[config.mk]
export PLATFORM = sky130hd
export DESIGN_NAME = uart_rx_fifo
export DESIGN_NICKNAME = d
export VERILOG_FILES = /design/src/rtl/uart_rx_fifo.sv
export SDC_FILE = /design/constraint.sdc
export NUM_CORES = 1
export LEC_CHECK = 0
export BUFFER_PORTS_ARGS = -buffer_cell sky130_fd_sc_hd__buf_2
export CORE_MARGIN = 5
export CORE_UTILIZATION = 59
export DETAILED_ROUTE_END_ITERATION = 10
export PLACE_DENSITY = 0.79
export SLEW_MARGIN = 20
export SYNTH_ARGS = -nofsm -noshare
export SYNTH_HDL_FRONTEND = slang
export SYNTH_SLANG_ARGS = --single-unit
[constraint.sdc]
create_clock -name clock -period 2.56 [get_ports clock]
set_input_delay 0.384 -clock clock [delete_from_list [all_inputs] [get_ports clock]]
set_output_delay 0.384 -clock clock [all_outputs]
set_load 0.03 [all_outputs]
[src/rtl/uart_rx_fifo.sv]
// uart_rx_fifo
// Receive-side character buffer placed after the UART receiver. A rising
// edge on rx_done captures one character {rx_perr, rx_ferr, rx_ninth,
// rx_data} into a first-word-fall-through FIFO. The host reads it through a
// valid/ready port and also sees occupancy, threshold and sticky overrun
// status.
//
// Ports:
//   clock        system clock, rising edge
//   reset        asynchronous, active-low reset
//   rx_data      received character (8 bits)
//   rx_ninth     received ninth bit
//   rx_perr      parity error of the current character
//   rx_ferr      framing error of the current character
//   rx_done      receiver completion level; only its rising edge captures
//   flush        synchronous clear of the FIFO contents (keeps overrun)
//   clr_overrun  clears the sticky overrun flag
//   rd_ready     host accepts the head entry
//   rd_valid     head entry available
//   rd_data      head data (0 when empty)
//   rd_ninth     head ninth bit (0 when empty)
//   rd_perr      head parity-error flag (0 when empty)
//   rd_ferr      head framing-error flag (0 when empty)
//   level        number of stored entries, 0..DEPTH
//   empty        level == 0
//   full         level == DEPTH
//   almost_full  level >= AF_LEVEL
//   overrun      sticky: a character was dropped because the FIFO was full
//
// Read handshake: the head entry transfers on a rising clock edge where
// rd_valid and rd_ready are both high. rd_valid does not depend on rd_ready,
// and rd_* hold steady until that transfer happens. rd_ready is ignored
// while rd_valid is low.

module uart_rx_fifo #(
  parameter int DEPTH    = 8,
  parameter int ADDR_W   = 3,
  parameter int AF_LEVEL = 6
) (
  input  logic              clock,
  input  logic              reset,
  input  logic [7:0]        rx_data,
  input  logic              rx_ninth,
  input  logic              rx_perr,
  input  logic              rx_ferr,
  input  logic              rx_done,
  input  logic              flush,
  input  logic              clr_overrun,
  input  logic              rd_ready,
  output logic              rd_valid,
  output logic [7:0]        rd_data,
  output logic              rd_ninth,
  output logic              rd_perr,
  output logic              rd_ferr,
  output logic [ADDR_W:0]   level,
  output logic              empty,
  output logic              full,
  output logic              almost_full,
  output logic              overrun
);

  localparam logic [ADDR_W:0]   LevelDepth = (ADDR_W + 1)'(DEPTH);
  localparam logic [ADDR_W:0]   LevelAf    = (ADDR_W + 1)'(AF_LEVEL);
  localparam logic [ADDR_W:0]   LevelOne   = (ADDR_W + 1)'(1);
  localparam logic [ADDR_W-1:0] PtrOne     = ADDR_W'(1);

  // Storage word layout: {perr, ferr, ninth, data[7:0]}
  logic [10:0]       mem [DEPTH];
  logic [ADDR_W-1:0] wrPtr;
  logic [ADDR_W-1:0] rdPtr;
  logic              rxDoneQ;
  logic              pushReq;
  logic              popReq;
  logic              doPush;
  logic              doPop;
  logic              dropPush;
  logic [10:0]       wrWord;
  logic [10:0]       headWord;

  assign wrWord  = {rx_perr, rx_ferr, rx_ninth, rx_data};
  // rxDoneQ resets high so an rx_done already high at reset release does
  // not count as a new character.
  assign pushReq = rx_done & ~rxDoneQ;

  assign empty       = (level == '0);
  assign full        = (level == LevelDepth);
  assign almost_full = (level >= LevelAf);
  assign rd_valid    = ~empty;

  assign popReq = rd_valid & rd_ready;

  // When full, a push can still go ahead if the head leaves in the same
  // cycle. flush cancels both the push and the pop, and it also stops a
  // cancelled push from being counted as an overrun.
  assign doPush   = pushReq & ~flush & (~full | popReq);
  assign doPop    = popReq & ~flush;
  assign dropPush = pushReq & ~flush & full & ~popReq;

  assign headWord = empty ? 11'd0 : mem[rdPtr];
  assign rd_data  = headWord[7:0];
  assign rd_ninth = headWord[8];
  assign rd_ferr  = headWord[9];
  assign rd_perr  = headWord[10];

  // Storage has no reset; an empty FIFO masks stale contents on rd_*.
  always_ff @(posedge clock) begin
    if (doPush) begin
      mem[wrPtr] <= wrWord;
    end
  end

  always_ff @(posedge clock or negedge reset) begin
    if (!reset) begin
      wrPtr   <= '0;
      rdPtr   <= '0;
      level   <= '0;
      overrun <= 1'b0;
      rxDoneQ <= 1'b1;
    end else begin
      rxDoneQ <= rx_done;
      if (flush) begin
        wrPtr <= '0;
        rdPtr <= '0;
        level <= '0;
      end else begin
        if (doPush) begin
          wrPtr <= wrPtr + PtrOne;
        end
        if (doPop) begin
          rdPtr <= rdPtr + PtrOne;
        end
        case ({doPush, doPop})
          2'b10:   level <= level + LevelOne;
          2'b01:   level <= level - LevelOne;
          default: level <= level;
        endcase
      end
      // Setting wins over clearing when both happen in the same cycle.
      if (dropPush) begin
        overrun <= 1'b1;
      end else if (clr_overrun) begin
        overrun <= 1'b0;
      end
    end
  end

endmodule
==> run summary, run 1 <==
================================================================================
Status ............................................................ finished, final reports clean
Quantity of I/O buffers inserted on ports .........................           36
Number of endpoints failing setup at the final stage ..............            0
Post-layout minimum cycle time ....................................     2.410 ns
Number of max-slew violations in the final report .................            0
Residual DRC ......................................................            0
WL/cell ...........................................................     19.70 um
Post-route standard cell area excluding fillers ...................    4755 um^2
Initial antenna violation count ...................................            0
Wire length of the first global-routing pass ......................     12.14 mm
Transition time of the tightest slew-check pin ....................    0.9280 ns
Critical path's most frequent cell ................................ sky130_fd_sc_hd__buf_4
Cells traversed along the worst timing path ....................... buf_4 -> or4_4 -> clkinvlp_4 -> buf_4 -> nor2_1 -> buf_2
Clock Tree Buf Depth ..............................................            2
Number of buffers and inverters on the critical path ..............            4
Clk Latency, worst-skew pair ......................................      0.35 ns
Area overhead of the layout relative to synthesis .................       14.35%
CP required .......................................................      2.18 ns
Capturing element type of the critical path ....................... primary output
Path category of the worst min-delay check ........................       in2reg
First drt pass iteration count ....................................            4
Sum of routed wire length over all layers .........................     7.645 mm
Unique masters post-synth .........................................           36
Critical Path Start Type ..........................................         flop
Synth Cell Area ...................................................    4158 um^2
Die area ..........................................................    8826 um^2
Post-synthesis instance total .....................................          227
Die extent in x ...................................................     93.95 um
Clock slew at reported path FFs ...................................      0.08 ns
Fraction of final layout cells sized beyond drive strength 1 ......       36.30%
Data arrival time of the critical path ............................      2.03 ns
Power density over cell area ...................................... 949.5 nW/um^2
Pin count of the biggest net entering global routing ..............           25
TritonCTS clock tree ..............................................         done
Critical Path Fanout Max ..........................................           10
Worst-case vdd ir drop ............................................    0.6677 mV
Setup_tns .........................................................         0 ns
Worst rel slew slack ..............................................       37.91%
Drt first-iter violations .........................................          132
Net Count, Synth ..................................................          248
Via count of the first global-routing pass ........................         2308
Placed instance area ..............................................    4563 um^2
Worst clock skew ..................................................   0.01066 ns
Cell type group with the largest total delay on the critical path . simple AND/OR/NAND/NOR gates
Vias per std cell .................................................        5.613
Post-detailed-placement half-perimeter wirelength .................     5.265 mm
Initial standard-cell utilization of the core .....................       60.86%
Unrepaired setup endpoints after global routing ...................        false
Die height ........................................................     93.95 um
CTS H-tree lvls ...................................................            3
Leading cell type in the layout, fill and taps excluded ........... sky130_fd_sc_hd__edfxtp_1
Clock tree root driver cell ....................................... sky130_fd_sc_hd__clkbuf_8
Final nets ........................................................          308
Worst path slowest cell ........................................... sky130_fd_sc_hd__or4_4
Syn_area_per_cell .................................................   18.32 um^2
Total count of hold-check failures in the final report ............            0
FF+latch count, synth .............................................          100
Final weighted congestion in routability-driven placement .........       0.8129
Io pins ...........................................................           37
Number of clock sinks .............................................          100
Static leakage ....................................................     1.659 nW
Core footprint ....................................................    6832 um^2
MaxCap Viol Count .................................................            0
Share of the yosys chip area belonging to registers ...............       70.81%
All-layer global routing usage ....................................       19.05%
Top achievable clock speed ........................................    415.0 MHz
Row cnt ...........................................................           30
Final antenna-violating net count .................................            0
Commonest cells after routing, fill and taps aside ................ 88 x sky130_fd_sc_hd__edfxtp_1, 36 x sky130_fd_sc_hd__buf_2, 22 x sky130_fd_sc_hd__mux4_2, 22 x sky130_fd_sc_hd__buf_4, 21 x sky130_fd_sc_hd__nor2_1
Antenna diodes ....................................................            0
Share of the clock period used by the worst path ..................       94.13%
Gr ovfl total .....................................................            0
Max incr delay on CP ..............................................      0.60 ns
CTS Buf Count .....................................................            9
Worst setup path class ............................................      reg2out
Number of vias after detailed routing .............................         2178
Yosys warning total ...............................................            0
================================================================================
==> routing by layer <==
metal	GRT usage, %	up-vias	part of all wire [%]
li1	-	1010	-
met1	25.24	1094	42
met2	31.93	62	52
met3	3.446	12	4.6
met4	6.619	0	1.8
met5	0	-	0
==> final timing paths <==
path                                from         end  slack (ns)  cells past startpoint
min in group asynchronous          reset    wrPtr[1]        0.44                      2
worst min register to register   overrun     overrun        0.50                      1
worst max register to register   rxDoneQ   mem[6][9]        0.19                      5
max in group asynchronous          reset     rxDoneQ        1.85                      2
worst min-delay path             rx_done     rxDoneQ        0.15                      1
worst max-delay path            level[1]  rd_data[1]        0.15                      6
==> final cells by class <==
class / instances / area, um^2
timing repair buffer: 60 / 375.4
clock inverter: 5 / 36.28
sequential: 100 / 2944
clock buffer: 11 / 131.4
tap: 96 / 120.1
inverter: 4 / 18.77
multi-input combinational: 112 / 1129
fill: 467 / 2077
==> metrics by stage <==
| step | cells | power, mW | setup slack (ns) | utilization [%] | hold WS, ns |
|---|---|---|---|---|---|
| global route | 388 | 4.741 | 0.03613 | 69.60 | 0.1398 |
| floorplan | 227 | 3.178 | 0.07653 | - | 0.08841 |
| global placement | 370 | 3.627 | 0.07909 | 66.79 | 0.2742 |
| CTS | 387 | 4.518 | 0.04608 | 69.45 | 0.1399 |
| detailed placement | 370 | 3.656 | 0.04179 | 66.79 | 0.2863 |
| finish | 388 | 4.514 | 0.1503 | 69.60 | 0.1479 |
==> flip-flops by register name, summed over array words and instances, names as in the netlist <==
signal / cells
overrun: 1
rxDoneQ: 1
rdPtr: 3
level: 4
mem: 88
wrPtr: 3
==> cells in the mapped netlist (all sizes together) <==
cell type,instances,share of area (%)
edfxtp,88,64
mux4,22,12
nor2,22,2.0
mux2i,12,2.9
dfrtp,11,6.6
nand2,10,0.96
buf,7,1.1
nand3,7,0.84
nor3,5,0.87
clkbuf,4,0.60
ha,4,1.2
inv,4,0.36
nand2b,4,0.60
xor2,4,0.84
a31oi,3,0.81
o21ai,3,0.45
xnor2,3,0.63
a21oi,2,0.24
a211o,1,0.24
a32o,1,0.24
dfstp,1,0.63
nand4,1,0.15
nor2b,1,0.15
nor4b,1,0.21
o311ai,1,0.21
o31a,1,0.21
o41ai,1,0.66
or2b,1,0.21
or3,1,0.27
or4,1,0.27
==> timing repair <==
action / in CTS / in global routing
resized for setup: 1 / 0
hold buffers: 1 / 0
endpoints found under the setup margin: 8 / 4
hold endpoints to repair: 11 / 0
buffers inserted: 0 / 1
pin swaps: 0 / 0
==> report_power, final <==
group | leakage, nW | switching, mW | total [mW] | internal (mW)
registers | 0.953 | 0.0322 | 1.86 | 1.83
clock network | 0.0776 | 0.513 | 0.869 | 0.356
logic | 0.629 | 1.08 | 1.78 | 0.705
total | 1.66 | 1.62 | 4.51 | 2.89
==> cell families (layout without fill, tap and decap cells) <==
logic type	count (synthesis)	after routing	share of synthesized area, %
buf+inv	15	80	2.106
fa+ha+maj	4	4	1.204
simple gates	54	54	6.530
compound gates	13	13	3.070
flops	100	100	70.81
mux	34	34	14.81
xor+xnor	7	7	1.475
==> worst reg2reg max path, cell delays in order, from the launching register on <==
cell and delay (ns):
sky130_fd_sc_hd__dfstp_2 0.37, sky130_fd_sc_hd__or2b_2 0.29, sky130_fd_sc_hd__nor3_1 0.26, sky130_fd_sc_hd__nand2b_1 0.17, sky130_fd_sc_hd__nor2_1 0.74, sky130_fd_sc_hd__buf_4 0.27
No activity file was read; power rests on OpenSTA's default activity.
==> inputs of run 2 (changes only) <==
CELL_PAD_IN_SITES_DETAIL_PLACEMENT = 1   (was unset)
CELL_PAD_IN_SITES_GLOBAL_PLACEMENT = 1   (was unset)
CORE_UTILIZATION = 50   (was 59)
MAX_ROUTING_LAYER = met4   (was unset)
PLACE_DENSITY = unset   (was 0.79)
PLACE_DENSITY_LB_ADDON = 0.1   (was unset)
TNS_END_PERCENT = 20   (was unset)
==> run 2 against run 1 <==
Net effect:
- worst hold slack worse by 0.013 ns
- sequential share of layout area down 0.32 points
- global-route usage up 0.11 points
- clock power up 20%
- register-to-register slack better by 0.18 ns
- largest cell class unchanged
==> run summary, run 2 (synthesized netlist as in run 1, its figures left out) <==
===========================================================================
Worst Min Path Start .........................................      rx_done
CP required ..................................................      2.18 ns   about the same
MaxCap Viol Count ............................................            0   unchanged
Area overhead of the layout relative to synthesis ............       14.96%
CTS H-tree lvls ..............................................            3   unchanged
All-layer global routing usage ...............................       19.15%   +0.11 points
Register with the highest flop count .........................          mem
Status ....................................................... finished, final reports clean
Clock tree root driver cell .................................. sky130_fd_sc_hd__clkbuf_8
Pin count of the biggest net entering global routing .........           19   -24%
Leading cell type in the layout, fill and taps excluded ...... sky130_fd_sc_hd__edfxtp_1
Filler Cells Inserted ........................................          757   +62%
Worst setup path class .......................................      reg2out
Max FFs per register .........................................           88   unchanged
Number of endpoints failing setup at the final stage .........            0   unchanged
Share of the clock period used by the worst path .............       95.08%   +0.95 points
Number of clock sinks ........................................          100   unchanged
Worst clock skew .............................................   0.01128 ns   +0.0006230 ns
Post-detailed-placement half-perimeter wirelength ............     5.715 mm   +8.5%
Power density over cell area ................................. 970.4 nW/um^2   +2.2%
Final weighted congestion in routability-driven placement ....       0.7632   -6.1%
Initial antenna violation count ..............................            0   unchanged
Die area .....................................................   10240 um^2   +16%
WHS Path Cells ...............................................            1   unchanged
Commonest cells after routing, fill and taps aside ........... 88 x sky130_fd_sc_hd__edfxtp_1, 36 x sky130_fd_sc_hd__buf_2, 22 x sky130_fd_sc_hd__mux4_2, 22 x sky130_fd_sc_hd__nor2_1, 19 x sky130_fd_sc_hd__buf_4
Quantity of I/O buffers inserted on ports ....................           36   unchanged
Final antenna-violating net count ............................            0   unchanged
Top achievable clock speed ...................................    410.8 MHz   -1.0%
Reg-to-reg slack, setup ......................................      0.37 ns   +0.18 ns
Total count of hold-check failures in the final report .......            0   unchanged
First drt pass iteration count ...............................            4   unchanged
TritonCTS clock tree .........................................         done
Initial standard-cell utilization of the core ................       50.86%   -10 points
Drt first-iter violations ....................................          116   -12%
Transition time of the tightest slew-check pin ...............    0.5709 ns   -0.3571 ns
Clk Latency, worst-skew pair .................................      0.36 ns   about the same
Worst hold-check slack .......................................    0.1349 ns   -0.01303 ns
Unrepaired setup endpoints after global routing ..............        false
Static leakage ...............................................     1.684 nW   +1.5%
Row cnt ......................................................           33   +10%
Antenna diodes ...............................................            0   unchanged
Number of vias after detailed routing ........................         2222   +2.0%
Largest regs ................................................. mem: 88 flops, level: 4 flops
Data arrival time of the critical path .......................      2.05 ns   +0.02 ns
Sum of routed wire length over all layers ....................     8.600 mm   +12%
Critical Path Fanout Max .....................................           12   +2
Critical Path Start Type .....................................         flop
Setup_tns ....................................................         0 ns   unchanged
Via count of the first global-routing pass ...................         2446   +6.0%
Clock slew at reported path FFs ..............................      0.09 ns   about the same
Capturing element type of the critical path .................. primary output
Die height ...................................................     101.2 um   +7.7%
CTS Buf Count ................................................            9   unchanged
Reg-to-reg startpoint ........................................     level[1]
Reg2Reg Depth ................................................            9   +4
Gr ovfl total ................................................            0   unchanged
Number of max-slew violations in the final report ............            0   unchanged
Vias per std cell ............................................        5.640   +0.47%
Final nets ...................................................          305   -0.97%
Residual DRC .................................................            0   unchanged
Fraction of final layout cells sized beyond drive strength 1 .       36.33%   about the same
Hold path endpoint ...........................................      rxDoneQ
Total setup buffers inserted after CTS .......................            0   unchanged
Io pins ......................................................           37   unchanged
Clock Tree Buf Depth .........................................            2   unchanged
Worst rel slew slack .........................................       61.74%   +24 points
Die extent in x ..............................................     101.2 um   +7.7%
WL/cell ......................................................     21.83 um   +11%
Wire length of the first global-routing pass .................     13.85 mm   +14%
Post-layout minimum cycle time ...............................     2.434 ns   +0.02431 ns
Worst-case vdd ir drop .......................................    0.4060 mV   -39%
Core footprint ...............................................    8175 um^2   +20%
Path category of the worst min-delay check ...................       in2reg
Endpoint of the worst register-to-register path ..............     level[3]
===========================================================================
-- run 2: changes by cell type in the layout (fill, tap and decap cells not counted), moves of 2 or more --
cell	change
sky130_fd_sc_hd__nor3_1	-2
sky130_fd_sc_hd__buf_4	-3
sky130_fd_sc_hd__clkbuf_1	-2
sky130_fd_sc_hd__clkinvlp_4	-3
sky130_fd_sc_hd__nor3_2	+2
-- run 2: power breakdown --
group | switching, mW | total, mW | internal (mW) | leakage (nW)
Sequential | 0.0440 | 1.87 | 1.83 | 0.953
Combinational | 1.07 | 1.73 | 0.659 | 0.626
Clock | 0.571 | 1.04 | 0.468 | 0.105
Total | 1.68 | 4.64 | 2.96 | 1.68
-- run 2: timing repair --
item	in CTS	in global routing
setup endpoints to repair	0	2
hold buffers	1	0
resized for setup	0	1
endpoints found under the hold margin	11	0
-- run 2: per-layer routing --
layer / up-vias / routed length (um) / track usage (%) / part of all wire (%)
li1: 1004 / - / - / -
met1: 1174 / 3927 / 26.04 / 46
met2: 38 / 4374 / 30.68 / 51
met3: 6 / 245 / 2.686 / 2.8
met4: 0 / 52 / 5.215 / 0.60
met5: - / 0 / - / 0
-- run 2: final cells by class --
| type | count | area [um^2] | share of cell area, % |
|---|---|---|---|
| Clock buffer | 9 | 123.9 | 2.592 |
| Inverter | 4 | 15.01 | 0.3141 |
| Clock inverter | 7 | 85.08 | 1.780 |
| Timing Repair Buffer | 57 | 344.1 | 7.199 |
| Multi-Input combinational cell | 112 | 1136 | 23.77 |
| Tap cell | 105 | 131.4 | 2.749 |
| Sequential cell | 100 | 2944 | 61.60 |
-- run 2: through the flow --
stage | total power, mW | setup slack, ns | utilization (%) | instances | instance area (um^2)
finish | 4.638 | 0.1260 | 58.46 | 394 | 4780
global route | 4.884 | 0.04058 | 58.46 | 394 | 4780
CTS | 4.678 | 0.05681 | 58.42 | 394 | 4776
detailed placement | 3.646 | 0.3028 | 55.74 | 377 | 4557
global placement | 3.620 | 0.4097 | 55.74 | 377 | 4557
floorplan | 3.178 | 0.07653 | - | 227 | 4158
-- run 2: worst max-delay path by stage --
stage | startpoint | end
final | level[1] | rd_perr
after global routing | level[0] | rd_data[0]
after CTS | level[1] | rd_perr
after detailed placement | rx_done | mem[1][2]
after global placement | rx_done | mem[1][3]
after floorplan | level[1] | level[3]
-- run 2: worst max-delay path, stage by stage, from the launching register on --
cell	delay (ns)
sky130_fd_sc_hd__dfrtp_1	0.39
sky130_fd_sc_hd__buf_4	0.18
sky130_fd_sc_hd__or4_4	0.60
sky130_fd_sc_hd__inv_1	0.10
sky130_fd_sc_hd__buf_6	0.17
sky130_fd_sc_hd__nor2_1	0.07
sky130_fd_sc_hd__buf_2	0.18
==> inputs of run 3 (changes only) <==
CORE_UTILIZATION = 46   (was 50)
clock period = 2.1 ns   (was 2.56 ns; I/O delays follow)
==> run 3 against run 2 <==
Net effect:
- the flow now finishes with violations (negative setup slack)
- clock skew decreased by 0.0047 ns
- register-to-register slack got worse by 0.29 ns
- clock power is 22% higher
- non-clock buffer count up 20
==> run summary, run 3 (synthesized netlist as in run 1, its figures left out) <==
================================================================================
Path category of the worst min-delay check ........................       in2reg
Worst rel slew slack ..............................................       69.03%   +7.3 points
Endpoint of the worst register-to-register path ...................     level[3]
Power density over cell area ...................................... 1226 nW/um^2   +26%
Top achievable clock speed ........................................    453.1 MHz
Number of vias after detailed routing .............................         2279   +2.6%
Number of buffers and inverters on the critical path ..............            2   -2
Filler Cells Inserted .............................................          793   +4.8%
Violations in the final reports ................................... negative setup slack
Hold path endpoint ................................................      rxDoneQ
Critical Path Start Type ..........................................         flop
Fraction of final layout cells sized beyond drive strength 1 ......       43.00%   +6.7 points
All-layer global routing usage ....................................       17.72%   -1.4 points
Worst-case vdd ir drop ............................................    0.7271 mV   +79%
Wire length of the first global-routing pass ......................     14.32 mm   +3.4%
Sum of routed wire length over all layers .........................     8.772 mm   +2.0%
Reg2Reg Depth .....................................................           10   +1
Gr ovfl total .....................................................            0   unchanged
Setup ws final ....................................................   -0.1068 ns   -0.2328 ns
WL/cell ...........................................................     21.14 um   -3.2%
Number of clock sinks .............................................          100   unchanged
Critical Path Fanout Max ..........................................            7   -5
Die extent in x ...................................................     105.1 um   +3.8%
Final weighted congestion in routability-driven placement .........       0.8500   +11%
TritonCTS clock tree ..............................................         done
Share of the clock period used by the worst path ..................       105.1%
CP required .......................................................      1.78 ns   -0.40 ns
Total count of hold-check failures in the final report ............            0   unchanged
Final antenna-violating net count .................................            0   unchanged
Clock Power Share .................................................        20.3%   -2.1 points
Transition time of the tightest slew-check pin ....................    0.4629 ns   -0.1079 ns
Reg-to-reg slack, setup ...........................................      0.08 ns   -0.29 ns
Switching share of power ..........................................       33.82%   -2.5 points
Status ............................................................ finished with violations
Worst path slowest cell ........................................... sky130_fd_sc_hd__mux4_2
Core utilization of the finished layout ...........................       58.48%   about the same
Capturing element type of the critical path ....................... primary output
Register with the highest flop count ..............................          mem
Worst hold-check slack ............................................    0.1722 ns   +0.03735 ns
Worst slack, placed ...............................................   0.02862 ns   -0.2742 ns
Reg-to-reg startpoint .............................................     level[0]
Cell type group with the largest total delay on the critical path . multiplexers
Placed instance area ..............................................    4767 um^2   +4.6%
Via count of the first global-routing pass ........................         2473   +1.1%
Worst Min Path Start ..............................................      rx_done
Final nets ........................................................          325   +6.6%
Leading cell type in the layout, fill and taps excluded ........... sky130_fd_sc_hd__edfxtp_1
MaxCap Viol Count .................................................            0   unchanged
Io pins ...........................................................           37   unchanged
Sequential group share of total power .............................        36.8%   -3.6 points
CTS H-tree lvls ...................................................            3   unchanged
Worst setup path class ............................................      reg2out
Power Internal ....................................................     4.160 mW   +41%
WHS Path Cells ....................................................            2   +1
Number of endpoints failing setup at the final stage ..............           11   +11
Max FFs per register ..............................................           88   unchanged
Clock Tree Buf Depth ..............................................            2   unchanged
Quantity of I/O buffers inserted on ports .........................           36   unchanged
Number of max-slew violations in the final report .................            0   unchanged
Antenna diodes ....................................................            0   unchanged
Clock slew at reported path FFs ...................................      0.08 ns   about the same
Row cnt ...........................................................           34   +3.0%
Core footprint ....................................................    8763 um^2   +7.2%
Post-layout minimum cycle time ....................................     2.207 ns
First drt pass iteration count ....................................            4   unchanged
Die area ..........................................................   11040 um^2   +7.8%
Residual DRC ......................................................            0   unchanged
Pin count of the biggest net entering global routing ..............           23   +4
Cells traversed along the worst timing path ....................... buf_12 -> mux4_2 -> mux2i_2 -> nor2_1 -> buf_4
Post-route standard cell area excluding fillers ...................    5125 um^2   +7.2%
Commonest cells after routing, fill and taps aside ................ 88 x sky130_fd_sc_hd__edfxtp_1, 35 x sky130_fd_sc_hd__buf_4, 27 x sky130_fd_sc_hd__buf_2
Clk Latency, worst-skew pair ......................................      0.35 ns   about the same
Area overhead of the layout relative to synthesis .................       23.26%
Die height ........................................................     105.1 um   +3.8%
Switching power summed over all nets ..............................     2.125 mW   +26%
Largest regs ...................................................... mem: 88 flops, level: 4 flops
Drt first-iter violations .........................................          100   -14%
Initial antenna violation count ...................................            0   unchanged
Post-detailed-placement half-perimeter wirelength .................     5.975 mm   +4.6%
Combinational share of power ......................................        42.9%   +5.7 points
Data arrival time of the critical path ............................      1.89 ns   -0.16 ns
Worst clock skew ..................................................  0.006560 ns   -0.004722 ns
Crit. path cell count .............................................            5   -1
Max incr delay on CP ..............................................      0.50 ns   -0.10 ns
Vias per std cell .................................................        5.492   -2.6%
Initial standard-cell utilization of the core .....................       47.44%   -3.4 points
Clock tree root driver cell ....................................... sky130_fd_sc_hd__clkbuf_8
Static leakage ....................................................     1.814 nW   +7.8%
Unrepaired setup endpoints after global routing ...................         true
CTS Buf Count .....................................................            9   unchanged
================================================================================
run 3: cell count changes in the layout (fill, tap and decap cells not counted), moves of 2 or more:
cell / before / now
sky130_fd_sc_hd__buf_12: 0 / 8
sky130_fd_sc_hd__buf_2: 36 / 27
sky130_fd_sc_hd__buf_6: 1 / 4
sky130_fd_sc_hd__nor2_2: 0 / 2
sky130_fd_sc_hd__dfrtp_1: 11 / 8
sky130_fd_sc_hd__nor2_1: 22 / 20
sky130_fd_sc_hd__buf_4: 19 / 35
sky130_fd_sc_hd__dfrtp_2: 0 / 3
run 3: metal layers:
metal,wire [um],track usage (%),vias to the layer above
li1,-,-,1042
met1,3730,23.17,1173
met2,4548,28.64,52
met3,336,2.528,12
met4,157,6.027,0
met5,0,-,-
run 3: cell type report:
cell class,count,area (um^2),area share (%)
timing repair buffer,77,655.6,12.79
tap,108,135.1,2.637
inverter,4,20.02,0.3906
clock buffer,10,127.6,2.490
multi-input combinational,112,1162,22.68
sequential,100,2948,57.52
clock inverter,4,76.32,1.489
run 3: power by group through the flow:
| stage | logic (mW) | registers (mW) | clock network (mW) |
|---|---|---|---|
| after CTS | 2.77 | 2.31 | 1.30 |
| final | 2.70 | 2.31 | 1.27 |
| after global routing | 2.91 | 2.33 | 1.40 |
| after detailed placement | 2.30 | 2.33 | 0 |
| after floorplan | 1.47 | 2.42 | 0 |
| after global placement | 2.27 | 2.33 | 0 |
run 3: timing repair:
action / CTS / global route
setup buffers: 4 / 1
hold endpoints to repair: 11 / 0
resized for setup: 25 / 7
hold buffers: 1 / 0
endpoints found under the setup margin: 12 / 46
pin swaps: 2 / 0
cloned: 2 / 0
run 3: how the worst max path moves through the flow:
stage	start	end	slack, ns
CTS	rdPtr[0]	rd_perr	-0.14
global route	rdPtr[0]	rd_data[1]	-0.19
global placement	rx_done	mem[1][8]	0.08
floorplan	level[0]	mem[3][0]	-0.06
finish	rdPtr[0]	rd_data[1]	-0.11
detailed placement	level[0]	level[3]	0.03
run 3: through the flow:
stage	power [mW]	TNS [ns]	instances
2_1_floorplan	3.896	-4.041	227
3_3_place_gp	4.598	0	395
3_5_place_dp	4.631	0	395
4_1_cts	6.382	-1.155	415
5_1_grt	6.640	-1.934	415
6_report	6.285	-0.6755	415
